### src/rtl/afe_sync_sequencer.sv
// afe_sync_sequencer: power-up and resynchronization sequencer for the AFE
// converter interface. The converters are held in reset, released, and then
// sent a timed SYNC pulse. The sequencer waits for lock and retries with a
// full converter reset on timeout, latching a fault after MAX_TRIES failed
// attempts. In RUN, loss of lock or a host request re-issues SYNC only.
module afe_sync_sequencer #(
    parameter int CNT_W     = 20,
    parameter int T_PWR     = 1000,
    parameter int T_RST     = 100,
    parameter int SYNC_LEN  = 4,
    parameter int T_LOCK    = 4096,
    parameter int MAX_TRIES = 3
) (
    input  logic       clk,
    input  logic       reset_n,
    input  logic       lock,
    input  logic       resync_req,
    output logic       conv_reset_n,
    output logic       sync,
    output logic       ready,
    output logic       fault,
    output logic [3:0] retry_cnt
);

    // Counter reload values: a timed state lasting N cycles loads N-1 and
    // leaves on the edge where the counter reads zero.
    localparam logic [CNT_W-1:0] LD_PWR  = CNT_W'(T_PWR - 1);
    localparam logic [CNT_W-1:0] LD_RST  = CNT_W'(T_RST - 1);
    localparam logic [CNT_W-1:0] LD_SYNC = CNT_W'(SYNC_LEN - 1);
    localparam logic [CNT_W-1:0] LD_LOCK = CNT_W'(T_LOCK - 1);
    localparam logic [CNT_W-1:0] CNT_ONE = CNT_W'(1);
    localparam logic [3:0]       TRIES   = 4'(MAX_TRIES);

    typedef enum logic [2:0] {
        S_PWR_WAIT,
        S_SETTLE,
        S_SYNC,
        S_LOCK_WAIT,
        S_RUN,
        S_FAULT
    } state_t;

    state_t           state;
    logic [CNT_W-1:0] cnt;
    logic             lock_m;
    logic             lock_s;
    logic [3:0]       retry_inc;
    logic             cnt_zero;

    assign cnt_zero = (cnt == '0);

    // Failed-attempt count after one more timeout; never exceeds MAX_TRIES.
    assign retry_inc = (retry_cnt < TRIES) ? retry_cnt + 4'd1 : retry_cnt;

    // Two-flop synchronizer for the asynchronous lock status.
    always_ff @(posedge clk or negedge reset_n) begin
        if (!reset_n) begin
            lock_m <= 1'b0;
            lock_s <= 1'b0;
        end else begin
            lock_m <= lock;
            lock_s <= lock_m;
        end
    end

    // Sequencer FSM; outputs are registered alongside each state change.
    always_ff @(posedge clk or negedge reset_n) begin
        if (!reset_n) begin
            state        <= S_PWR_WAIT;
            cnt          <= LD_PWR;
            conv_reset_n <= 1'b0;
            sync         <= 1'b0;
            ready        <= 1'b0;
            fault        <= 1'b0;
            retry_cnt    <= 4'd0;
        end else begin
            case (state)
                S_PWR_WAIT: begin
                    if (cnt_zero) begin
                        state        <= S_SETTLE;
                        cnt          <= LD_RST;
                        conv_reset_n <= 1'b1;
                    end else begin
                        cnt <= cnt - CNT_ONE;
                    end
                end
                S_SETTLE: begin
                    if (cnt_zero) begin
                        state <= S_SYNC;
                        cnt   <= LD_SYNC;
                        sync  <= 1'b1;
                    end else begin
                        cnt <= cnt - CNT_ONE;
                    end
                end
                S_SYNC: begin
                    if (cnt_zero) begin
                        state <= S_LOCK_WAIT;
                        cnt   <= LD_LOCK;
                        sync  <= 1'b0;
                    end else begin
                        cnt <= cnt - CNT_ONE;
                    end
                end
                S_LOCK_WAIT: begin
                    // Lock takes priority over a coincident timeout.
                    if (lock_s) begin
                        state     <= S_RUN;
                        ready     <= 1'b1;
                        retry_cnt <= 4'd0;
                    end else if (cnt_zero) begin
                        retry_cnt    <= retry_inc;
                        conv_reset_n <= 1'b0;
                        if (retry_inc == TRIES) begin
                            state <= S_FAULT;
                            fault <= 1'b1;
                        end else begin
                            state <= S_PWR_WAIT;
                            cnt   <= LD_PWR;
                        end
                    end else begin
                        cnt <= cnt - CNT_ONE;
                    end
                end
                S_RUN: begin
                    // Lock loss and host request collapse into one resync.
                    if (!lock_s || resync_req) begin
                        state <= S_SYNC;
                        cnt   <= LD_SYNC;
                        sync  <= 1'b1;
                        ready <= 1'b0;
                    end
                end
                S_FAULT: begin
                    if (resync_req) begin
                        state     <= S_PWR_WAIT;
                        cnt       <= LD_PWR;
                        fault     <= 1'b0;
                        retry_cnt <= 4'd0;
                    end
                end
                default: begin
                    state        <= S_PWR_WAIT;
                    cnt          <= LD_PWR;
                    conv_reset_n <= 1'b0;
                    sync         <= 1'b0;
                    ready        <= 1'b0;
                    fault        <= 1'b0;
                    retry_cnt    <= 4'd0;
                end
            endcase
        end
    end

endmodule

### config.mk
export PLATFORM = sky130hd
export DESIGN_NAME = afe_sync_sequencer
export DESIGN_NICKNAME = d
export VERILOG_FILES = /design/src/rtl/afe_sync_sequencer.sv
export SDC_FILE = /design/constraint.sdc
export NUM_CORES = 1
export LEC_CHECK = 0
export CAP_MARGIN = 10
export CORE_ASPECT_RATIO = 0.7
export CORE_MARGIN = 5
export CORE_UTILIZATION = 40
export CTS_CLUSTER_DIAMETER = 40
export DETAILED_ROUTE_END_ITERATION = 12
export GPL_TIMING_DRIVEN = 0
export SYNTH_ARGS = -nofsm -noshare
export SYNTH_HDL_FRONTEND = slang
export SYNTH_SLANG_ARGS = --single-unit
### constraint.sdc
create_clock -name clk -period 2.1 [get_ports clk]
set_input_delay 0.315 -clock clk [delete_from_list [all_inputs] [get_ports clk]]
set_output_delay 0.315 -clock clk [all_outputs]
set_load 0.1 [all_outputs]
Word level (Yosys, flattened, before mapping)
Cells that the tools add are included.

Word-level logic and storage cells: 85. Output and inout bits: 8. Register bits: 33. Bits of input ports: 4.

Eq/ne operators: 17. Reductions and logical operators: 15. $add $sub $neg: 2. Bitwise logic cells: 4. Order comparisons: 1. Mux-type cells: 37.

Operators by type and width (number): $mux 20 (8); $pmux 20 s6 (1); $mux 3 (8); $logic_not 20->1 (1); $sub 20x1->20 const B (1); $ne 2x2->1 const B (9); $pmux 3 s6 (1); $mux 4 (4); $pmux 4 s3 (1); $reduce_and 4->1 (3); $reduce_or 4->1 (3); $mux 1 (10); $pmux 1 s3 (3); $eq 3x2->1 const B (2); $eq 3x3->1 const B (2); $ne 3x3->1 const B (2); $reduce_and 3->1 (2); $reduce_and 6->1 (1); $reduce_and 5->1 (1); $add 4x1->4 const B (1); $eq 4x2->1 const B (1); $lt 4x2->1 const B (1); $not 1->1 (4); $pmux 1 s4 (1); 5 further kinds (5).

Longest topological paths before layout
Gate-level depths: netlist (run 1).

Depth after elaboration: 7. Mapped depth: 8. Mapped depth without buffers: 8.

Worst setup path before layout (run 1)
OpenSTA, ideal clock, no wires.

Path kind: flip-flop to flip-flop. Start point: reg retry_cnt[0]. End point: reg cnt[9]. Data arrival time: 2.536 ns. Slack: -0.533 ns. Library setup time: 0.097 ns. Data required time: 2.003 ns. Path buffers: 1. Stages on the path, launching flop included: 8. Clock period less this slack: 2.633 ns. Cells stage by stage: dfrtp_1 -> ha_1 -> or3b_2 -> a211oi_1 -> a31oi_1 -> buf_2 -> o21ai_0 -> a22oi_1.

Longest elaborated chain between the ends: 5. Elaborated cells between the ends (all ways): 6. Those cells by class: add/sub (1); order compare (1); eq/ne (2); mux (1); reduce/logical (1).

Ends and longest elaborated chain: start: declaration (RTL line 22) `output logic [3:0] retry_cnt`; start signal: assignment (RTL line 112) `retry_cnt <= retry_inc;`; $add 4x1->4 or $lt 4x2->1 (tied branches) (RTL line 53) `assign retry_inc = (retry_cnt < TRIES) ? retry_cnt + 4'd1 : retry_cnt;`; $mux 4 (*) (RTL line 53); $eq 4x2->1 (*) (RTL line 114) `if (retry_inc == TRIES) begin`; $ne 3x3->1 (no line) (*); $reduce_and 4->1 (no line) (*); end signal: assignment (RTL line 84) `cnt <= cnt - CNT_ONE;`; end signal: assignment (RTL line 102) `cnt <= cnt - CNT_ONE;`; end signal: assignment (RTL line 122) `cnt <= cnt - CNT_ONE;`; end: declaration (RTL line 44) `logic [CNT_W-1:0] cnt;`.

Mark *: on every way between the ends. The rest lies on a longest branch, timed or not. A chain may end at the register's enable or synchronous reset.

Final worst setup path (run 1)
Start point: reg cnt[0]. End point: reg cnt[16].

Longest elaborated chain between the ends: 4. Elaborated cells between the ends (all ways): 10. Those cells by class: add/sub (1); eq/ne (1); mux (6); reduce/logical (2).

Ends and longest elaborated chain: start signal: assignment (RTL line 84); start signal: assignment (RTL line 93) `cnt <= cnt - CNT_ONE;`; start signal: assignment (RTL line 102); $sub 20x1->20 or $logic_not 20->1 (tied branches); $mux 20 (RTL line 111) `end else if (cnt_zero) begin`; $mux 20 (RTL line 107) `if (lock_s) begin`; $pmux 20 s6 (RTL line 77) `case (state)`.

Parallel ways exist; a longest one is shown, timed or not. The select of a mux whose other input is x is not followed.

==> impl.org, run 1 <==
** Drt
- The routed design has approximately 6300 um of wire.
- In this run, the number of DRC markers left after iteration 0 of detailed routing was 254.
- In this run the remaining antenna-violating nets after routing total 0.
- Vias after detailed routing :: between 2000 and 2500
- Routed wirelength normalized by instance count :: 18.19 um
- The first detailed-routing pass took 5 iterations.
- DR vias/cell :: roughly 6
- For this run, design rule violations remaining after detail routing come to 0.

** Placement
- Dpl cells :: roughly 320
- Dpl ws :: -0.4067 ns
- Input and output buffers added on the ports amount to 11.
- Once detailed placement completed, the half-perimeter wirelength came to between 3000 and 4000 um.
- Summing all placed instances gives a cell area of 0.002308 mm^2.
- Routability congestion estimate from global placement :: ~0.80

** STA
- On the final layout, the worst clock skew is 0.006302 ns.
- For the pin with the worst max-slew slack, the measured transition is roughly 0.96 ns.
- Setup repair after global routing could not meet its margin everywhere.
- Hold slack :: about 0.10 ns
- After layout, the worst path uses 106.5% of the clock period.
- Fin worst setup slack :: -0.1366 ns
- Timing would allow up to around 450 MHz.
- Slew HR :: roughly 36%
- Setup violations remaining at the end of the flow were counted as 23.
- For the final routed database, the setup TNS stands at -1.500 ns.
- The final count of pins violating max slew came to 0.
- The final count of hold timing violations is 0.
- The worst path in the final design needs a cycle of 2.237 ns, including I/O delays and setup.

** Floorplanning
- Die span in y :: around 70 um
- The die is ~96 um wide.
- Die Footprint :: between 0.006 and 0.007 mm^2
- Core footprint :: just under 0.005 mm^2
- After floorplanning, the core was divided into 21 placement rows.
- The initial utilization of the core area, before any placement, comes to 42.21%.
- I/O pin count :: 12

** Critical path
- Across all register-to-register paths, the minimum setup slack is -0.14 ns.
- The worst setup path is captured at a register.
- Required time at the worst-slack endpoint :: about 2.3 ns
- The worst setup path is launched from a register.
- The endpoint identified for the worst register-to-register timing path is cnt[16].
- Reg-to-reg critical path startpoint :: cnt[0]
- Worst Setup Path Type :: register to register
- Critical path fanouts, max :: 7
- Crit path arrival time :: between 2 and 2.5 ns
- Counting cells, the worst reg-to-reg path comes to 7.

** Run status
- The checks that failed: setup timing.
- The flow ran to the end, but the final reports show violations.

** Synthesis
- Top area cells in the synthesized netlist :: sky130_fd_sc_hd__dfrtp_1 30%, sky130_fd_sc_hd__dfstp_2 10%, sky130_fd_sc_hd__o21ai_0 4.6%, sky130_fd_sc_hd__nand2_1 4.4%, sky130_fd_sc_hd__nor2_1 3.8%
- The average instance in the mapped netlist occupies between 8 and 9 um^2.
- After synthesis the cells add up to about 0.002 mm^2.
- During synthesis, Yosys emitted a total of 0 warnings.
- Counting every instance in the synthesized netlist gives 241.
- Cell variety after synth :: 56
- Number of enable-type register cells in the synthesized netlist :: 0
- Summed over its instances, the top area cell type makes up 30.49% of the synthesized netlist area.
- Largest area contributor in the synthesized netlist :: sky130_fd_sc_hd__dfrtp_1
- Number of synthesized register bits :: 33
- Sequential share of the synthesized area :: about two fifths
- Top flip-flop cell by instance count after synthesis :: sky130_fd_sc_hd__dfrtp_1
- Total nets after synthesis :: 248
- After synthesis, the share of flip-flops with an asynchronous set or reset is 100.0%.

** Finish
- After routing the design area is 0.002836 mm^2.
- Most common library cell in the layout ignoring fill and taps :: sky130_fd_sc_hd__nand2_1
- Cells with a size suffix above 1 make up between 30 and 40% of the layout.
- Final non-filler cell total :: ~350
- Once layout is complete, the utilization of the core stands at approximately 58%.
- The library cells used most frequently in the layout, excluding fill and tap cells, are 24 x sky130_fd_sc_hd__nand2_1, 23 x sky130_fd_sc_hd__dfrtp_1, 19 x sky130_fd_sc_hd__buf_4.
- For this run, the post-layout net count is approximately 290.
- The number of antenna diodes in the final layout is 0.
- Signed area change from the synthesized netlist to the final layout :: 38.23%
- The layout has between 400 and 500 filler cells.
- In the final layout, the multi-input gates occupy 0.001418 mm^2.
- In the final layout, flip-flops and latches occupy 843.3 um^2.

** Pwr
- Peak ir drop on the vdd network :: roughly 0.00028 V
- Leakage dissipation :: between 1 and 1.5 nW
- Overall power of the completed layout :: approximately 1.2 mW
- Dividing total power by cell area gives a power density of 425.1 mW/mm^2.

** Clocking
- The longest clock path from root to sink contains 2 buffers.
- CTS tree :: yes
- After clock tree synthesis, the clock-pin slew on the worst setup and hold paths is approximately 0.07 ns.
- Number of H-tree branching levels :: 2
- The number of hold buffers added after CTS was 0.
- Clock tree sinks :: 33
- The later pin in the worst-skew pair is clocked with a latency of between 0.2 and 0.3 ns.
- Clock tree synthesis inserted a total of 5 buffers.
- Clk Tree Root Cell :: sky130_fd_sc_hd__clkbuf_8

** Flow run
- Number of max-cap violations :: 0

** Global route
- Number of antenna violations at the first check in global routing :: 0
- Entering global routing, the biggest net connects 34 pins.
- First-pass GRT wire length :: just over 10000 um
- After global routing the overflow that remains totals 0.
- Global routing usage summed across all routing layers :: about a fifth
- The number of global-route vias before repair came to 1900.

** Min path
- The worst hold path belongs to the class primary input to async pin.
-- registers in the layout, indices dropped and copies added, names as in the netlist --
signal and count:
state 3, cnt 20, fault 1, conv_reset_n 1, lock_m 1, ready 1
retry_cnt 4, sync 1, lock_s 1
-- area by class of cell --
class                      instances  area share, %
multi-input combinational        185          49.98
sequential                        33          29.73
timing repair buffer              34          10.23
clock buffer                       7          3.397
tap                               69          3.044
inverter                          14          2.029
buffer                             6          1.412
clock inverter                     1         0.1764
-- cell families (layout without fill, tap and decap cells) --
group,count (synthesis),after routing,synth area share [%]
buf+inv,24,62,4.573
compound gates,78,78,25.06
mux,1,1,0.5487
simple gates,102,103,27.26
flops,33,33,40.73
fa+ha+maj,3,3,1.829
-- how the worst max path moves through the flow --
stage | start | end | slack [ns] | depth (start not counted)
6_report | cnt[0] | cnt[16] | -0.14 | 7
5_1_grt | cnt[0] | cnt[15] | -0.20 | 7
4_1_cts | cnt[0] | cnt[15] | -0.1 | 7
3_5_place_dp | resync_req | cnt[5] | -0.41 | 7
3_3_place_gp | cnt[15] | state[0] | -0.41 | 5
2_1_floorplan | cnt[1] | state[0] | -0.09 | 7
-- cell usage after synthesis, drive strengths merged, types with 3 or more instances --
library cell   n
or3b           3
nor3           8
dfstp          8
inv           13
nor3b          3
nand3          7
dfrtp         25
nor4           8
and3           4
a22o           4
and2           4
clkbuf         8
a31oi          9
o21ai         25
nor2          21
or4            4
nand2         25
a22oi          8
a21oi         12
or2            4
ha             3
-- timing repair --
item	4_1_cts	5_1_grt
buffers inserted	15	7
setup endpoints to repair	33	30
pin swaps	16	13
cloned	2	0
resized for setup	39	28
-- metal layers --
metal,up-vias,global-route usage [%],part of all wire [%]
li1,978,-,-
met2,78,25.50,43
met4,0,4.259,0.95
met5,-,0,0
met3,8,3.863,6.5
met1,1008,31.89,49
-- where the power goes --
| group | internal [mW] | switching (mW) | leakage, nW |
|---|---|---|---|
| logic | 0.00556 | 0.0197 | 0.763 |
| registers | 0.638 | 0.000518 | 0.419 |
| clock network | 0.296 | 0.246 | 0.0542 |
-- worst max-delay path: stages (launching register included) --
cell                      delay (ns)
sky130_fd_sc_hd__dfstp_2        0.38
sky130_fd_sc_hd__inv_2          0.07
sky130_fd_sc_hd__ha_4           0.14
sky130_fd_sc_hd__or3b_4         0.39
sky130_fd_sc_hd__or4_4          0.53
sky130_fd_sc_hd__o21ai_4        0.29
sky130_fd_sc_hd__o21ai_1        0.10
sky130_fd_sc_hd__a32o_1         0.22
No activity file was read; power rests on OpenSTA's default activity.
==> run 2, diff against run 1 <==
--- a/config.mk
+++ b/config.mk
@@ -6,7 +6,7 @@
 export NUM_CORES = 1
 export LEC_CHECK = 0
 export CAP_MARGIN = 10
-export CORE_ASPECT_RATIO = 0.7
+export CORE_ASPECT_RATIO = 0.75
 export CORE_MARGIN = 5
 export CORE_UTILIZATION = 40
 export CTS_CLUSTER_DIAMETER = 40
==> run 2 against run 1 <==
  * The run still ends with setup timing left
  * Largest power group unchanged
  * Highest routed layer unchanged
  * Global-route usage decreased by 0.12 points
  * Final area increased by 1.6%
  * Fmax decreased by 1.9%
  * Register-to-register slack got worse by 0.04 ns
==> impl.org, run 2 (synthesis results as in run 1) <==
** Floorplanning
- Die W :: 92.71 um (was 95.61 um)
- I/O pin count :: 12 (unchanged)
- The overall die height is 72.03 um (was 69.93 um).
- The area inside the core boundary is 0.004927 mm^2 (was 0.004861 mm^2).
- The starting density of the core is 41.65% (was 42.21%).
- The number of standard-cell rows in the floorplan came to 22 (was 21).
- Die Footprint :: 0.006677 mm^2 (was 0.006685 mm^2)

** Min path
- Class of the worst hold path :: primary input to async pin (unchanged)

** STA
- The worst path setup slack after routing is -0.1796 ns (was -0.1366 ns).
- The highest achievable clock rate is 438.7 MHz (was 447.1 MHz).
- The final count of hold timing violations came to 0 (unchanged).
- The final worst clock skew is 0.009956 ns (was 0.006302 ns).
- The final count of pins violating max slew is 0 (unchanged).
- Final-layout setup total negative slack :: -2.092 ns (was -1.500 ns)
- Clock period minus final worst setup slack :: 2.280 ns (was 2.237 ns)
- The relative max-transition margin was 35.38% (was 35.76%).
- The post-route fraction of the period consumed by the critical path is 108.6% (was 106.5%).
- The slew at the pin with the worst max-slew slack is 0.9678 ns (was 0.9620 ns).
- Setup repair after global routing missed its margin :: yes (unchanged)
- Total of endpoints with negative setup slack in the final report :: 23 (unchanged)

** Global route
- Number of antenna violations at the first check in global routing :: 0 (unchanged)
- Maximum number of pins on one net before global-route repair :: 34 (unchanged)
- The first-pass GRT wire length came to 9977 um (was 10230 um).
- The residual overflow from global routing came to 0 (unchanged).
- The combined global-route utilization of all metal layers is 19.32% (was 19.44%).
- The number of global-route vias before repair came to 1892 (was 1900).

** Finish
- The number of inserted diodes was 0 (unchanged).
- The net total in the final layout came to 291 (was 286).
- Flip-flop count of the largest register after layout :: 20 (unchanged)
- Most common library cell in the layout ignoring fill and taps :: sky130_fd_sc_hd__nand2_1 (unchanged)
- Signed area change from the synthesized netlist to the final layout :: 40.49% (was 38.23%)
- The register bank with the most flops was cnt (unchanged).
- Largest regs :: cnt x20, retry_cnt x4, state x3 (unchanged)
- Share of layout cells above drive strength 1 :: 37.89% (was 35.71%)
- The utilization after layout came to 58.51% (was 58.35%).
- Most used cells in the layout excluding fill and tap cells :: 24 x sky130_fd_sc_hd__nand2_1, 22 x sky130_fd_sc_hd__buf_4, 21 x sky130_fd_sc_hd__dfrtp_1 (was 24 x sky130_fd_sc_hd__nand2_1, 23 x sky130_fd_sc_hd__dfrtp_1, 19 x sky130_fd_sc_hd__buf_4)

** Clocking
- Number of H-tree branching levels :: 2 (unchanged)
- The clock tree buffer depth is 2 (unchanged).
- Clock transition at the registers of the reported paths :: 0.07 ns (about the same)
- Cts-stage hold buffer count :: 0 (unchanged)
- The CTS tree was yes (unchanged).
- The number of buffers inserted during clock tree synthesis came to 5 (unchanged).
- The root buffer cell was sky130_fd_sc_hd__clkbuf_8 (unchanged).
- Insertion delay of the later-clocked pin in the worst-skew pair :: 0.29 ns (about the same)
- Clock tree sinks :: 33 (unchanged)

** Pwr
- The leakage power total is 1.250 nW (was 1.236 nW).
- Peak ir drop on the vdd network :: 0.0003079 V (was 0.0002776 V)
- Overall power of the completed layout :: 1.197 mW (was 1.206 mW)
- Cell area power density :: 415.1 mW/mm^2 (was 425.1 mW/mm^2)

** Drt
- Iteration-0 DRC Markers :: 209 (was 254)
- Highest metal layer with signal wires :: met4 (unchanged)
- Routed WL :: 6346 um (was 6349 um)
- The number of vias per cell is 6.006 (was 5.937).
- The routed wire length on met3 was 412 um (was 413 um).
- The antenna violation net count after detailed routing is 0 (unchanged).
- Vias after detailed routing :: 2072 (unchanged)
- The routed metal-1 wire length came to 3063 um (was 3135 um).
- The DRC violation count after routing was 0 (unchanged).
- Routed wirelength normalized by instance count :: 18.39 um (was 18.19 um)
- Number of detailed-route iterations in the first pass :: 4 (was 5)
- Amount of wire on met2 after detailed routing :: 2791 um (was 2740 um)

** Placement
- The half-perimeter wire length after placement was 3860 um (was 3901 um).
- The final weighted congestion in routability-driven placement is 0.8324 (was 0.7978).
- Buffers on Ports :: 11 (unchanged)

** Critical path
- Crit start category :: register (unchanged)
- Worst setup EP type :: register (unchanged)
- The required time of the critical path came to 2.27 ns (was 2.28 ns).
- Critical path fanouts, max :: 8 (was 7)
- The classification of the worst setup path is register to register (unchanged).
- Crit path arrival time :: 2.45 ns (was 2.42 ns)

** Flow run
- The max-capacitance violation count is 0 (unchanged).

** Run status
- Violated checks: setup timing (unchanged).
- Result of the run :: finished, violations left (unchanged)
==> run 2: cell count changes in the layout (fill, tap and decap cells not counted), sizes merged <==
cell          change
dlymetal6s2s      -1
buf               +5
dlygate4sd2       +1
==> run 2: timing repair <==
item	4_1_cts	5_1_grt
pin swaps	17	17
endpoints found under the setup margin	34	28
setup buffers	18	11
resized for setup	42	35
gates cloned	2	0
endpoints found under the hold margin	0	0
==> run 2: metal layers <==
metal  global-route usage (%)  vias to the layer above
li1                         -                      979
met3                    4.352                       10
met1                    29.70                     1027
met5                        0                        -
met4                    5.691                        0
met2                    26.85                       56
==> run 2: path summary, 6_finish.rpt <==
| check | start | end | slack, ns | cells past startpoint |
|---|---|---|---|---|
| worst max-delay path | cnt[13] | state[0] | -0.18 | 6 |
| worst min-delay path | reset_n | cnt[11] | 0.08 | 1 |
| worst max register to register | cnt[13] | state[0] | -0.18 | 6 |
| worst min register to register | lock_m | lock_s | 0.36 | 0 |
| max in group asynchronous | reset_n | retry_cnt[1] | 1.48 | 1 |
| min in group clk | lock_m | lock_s | 0.36 | 0 |
==> run 2: worst max-delay path: stages, from the launching register on <==
cell                       delay (ns)
sky130_fd_sc_hd__dfrtp_1         0.39
sky130_fd_sc_hd__or4_4           0.59
sky130_fd_sc_hd__nor4_4          0.32
sky130_fd_sc_hd__buf_4           0.21
sky130_fd_sc_hd__nand2_8         0.08
sky130_fd_sc_hd__o211ai_1        0.23
sky130_fd_sc_hd__mux2_4          0.33
==> run 2: final cells by class <==
class | count | area (um^2)
fill | 439 | 2044
clock buffer | 7 | 96.34
multi-input combinational | 185 | 1421
inverter | 14 | 57.56
timing repair buffer | 39 | 340.3
tap | 60 | 75.07
buffer | 6 | 41.29
clock inverter | 1 | 5.005
sequential | 33 | 845.8
==> run 2: report_power, final <==
part	internal, mW	switching, mW
clock network	0.296	0.238
registers	0.638	0.000502
logic	0.00552	0.0186
==> run 2: stage by stage <==
step	cells	instance area [um^2]	hold WS, ns	setup WS, ns
CTS	336	2664	0.09968	-0.07359
floorplan	241	2117	0.01941	-0.09273
global placement	312	2302	0.3332	-0.4066
finish	345	2883	0.07785	-0.1796
detailed placement	312	2297	0.3470	-0.4301
global route	345	2883	0.1499	-0.2225
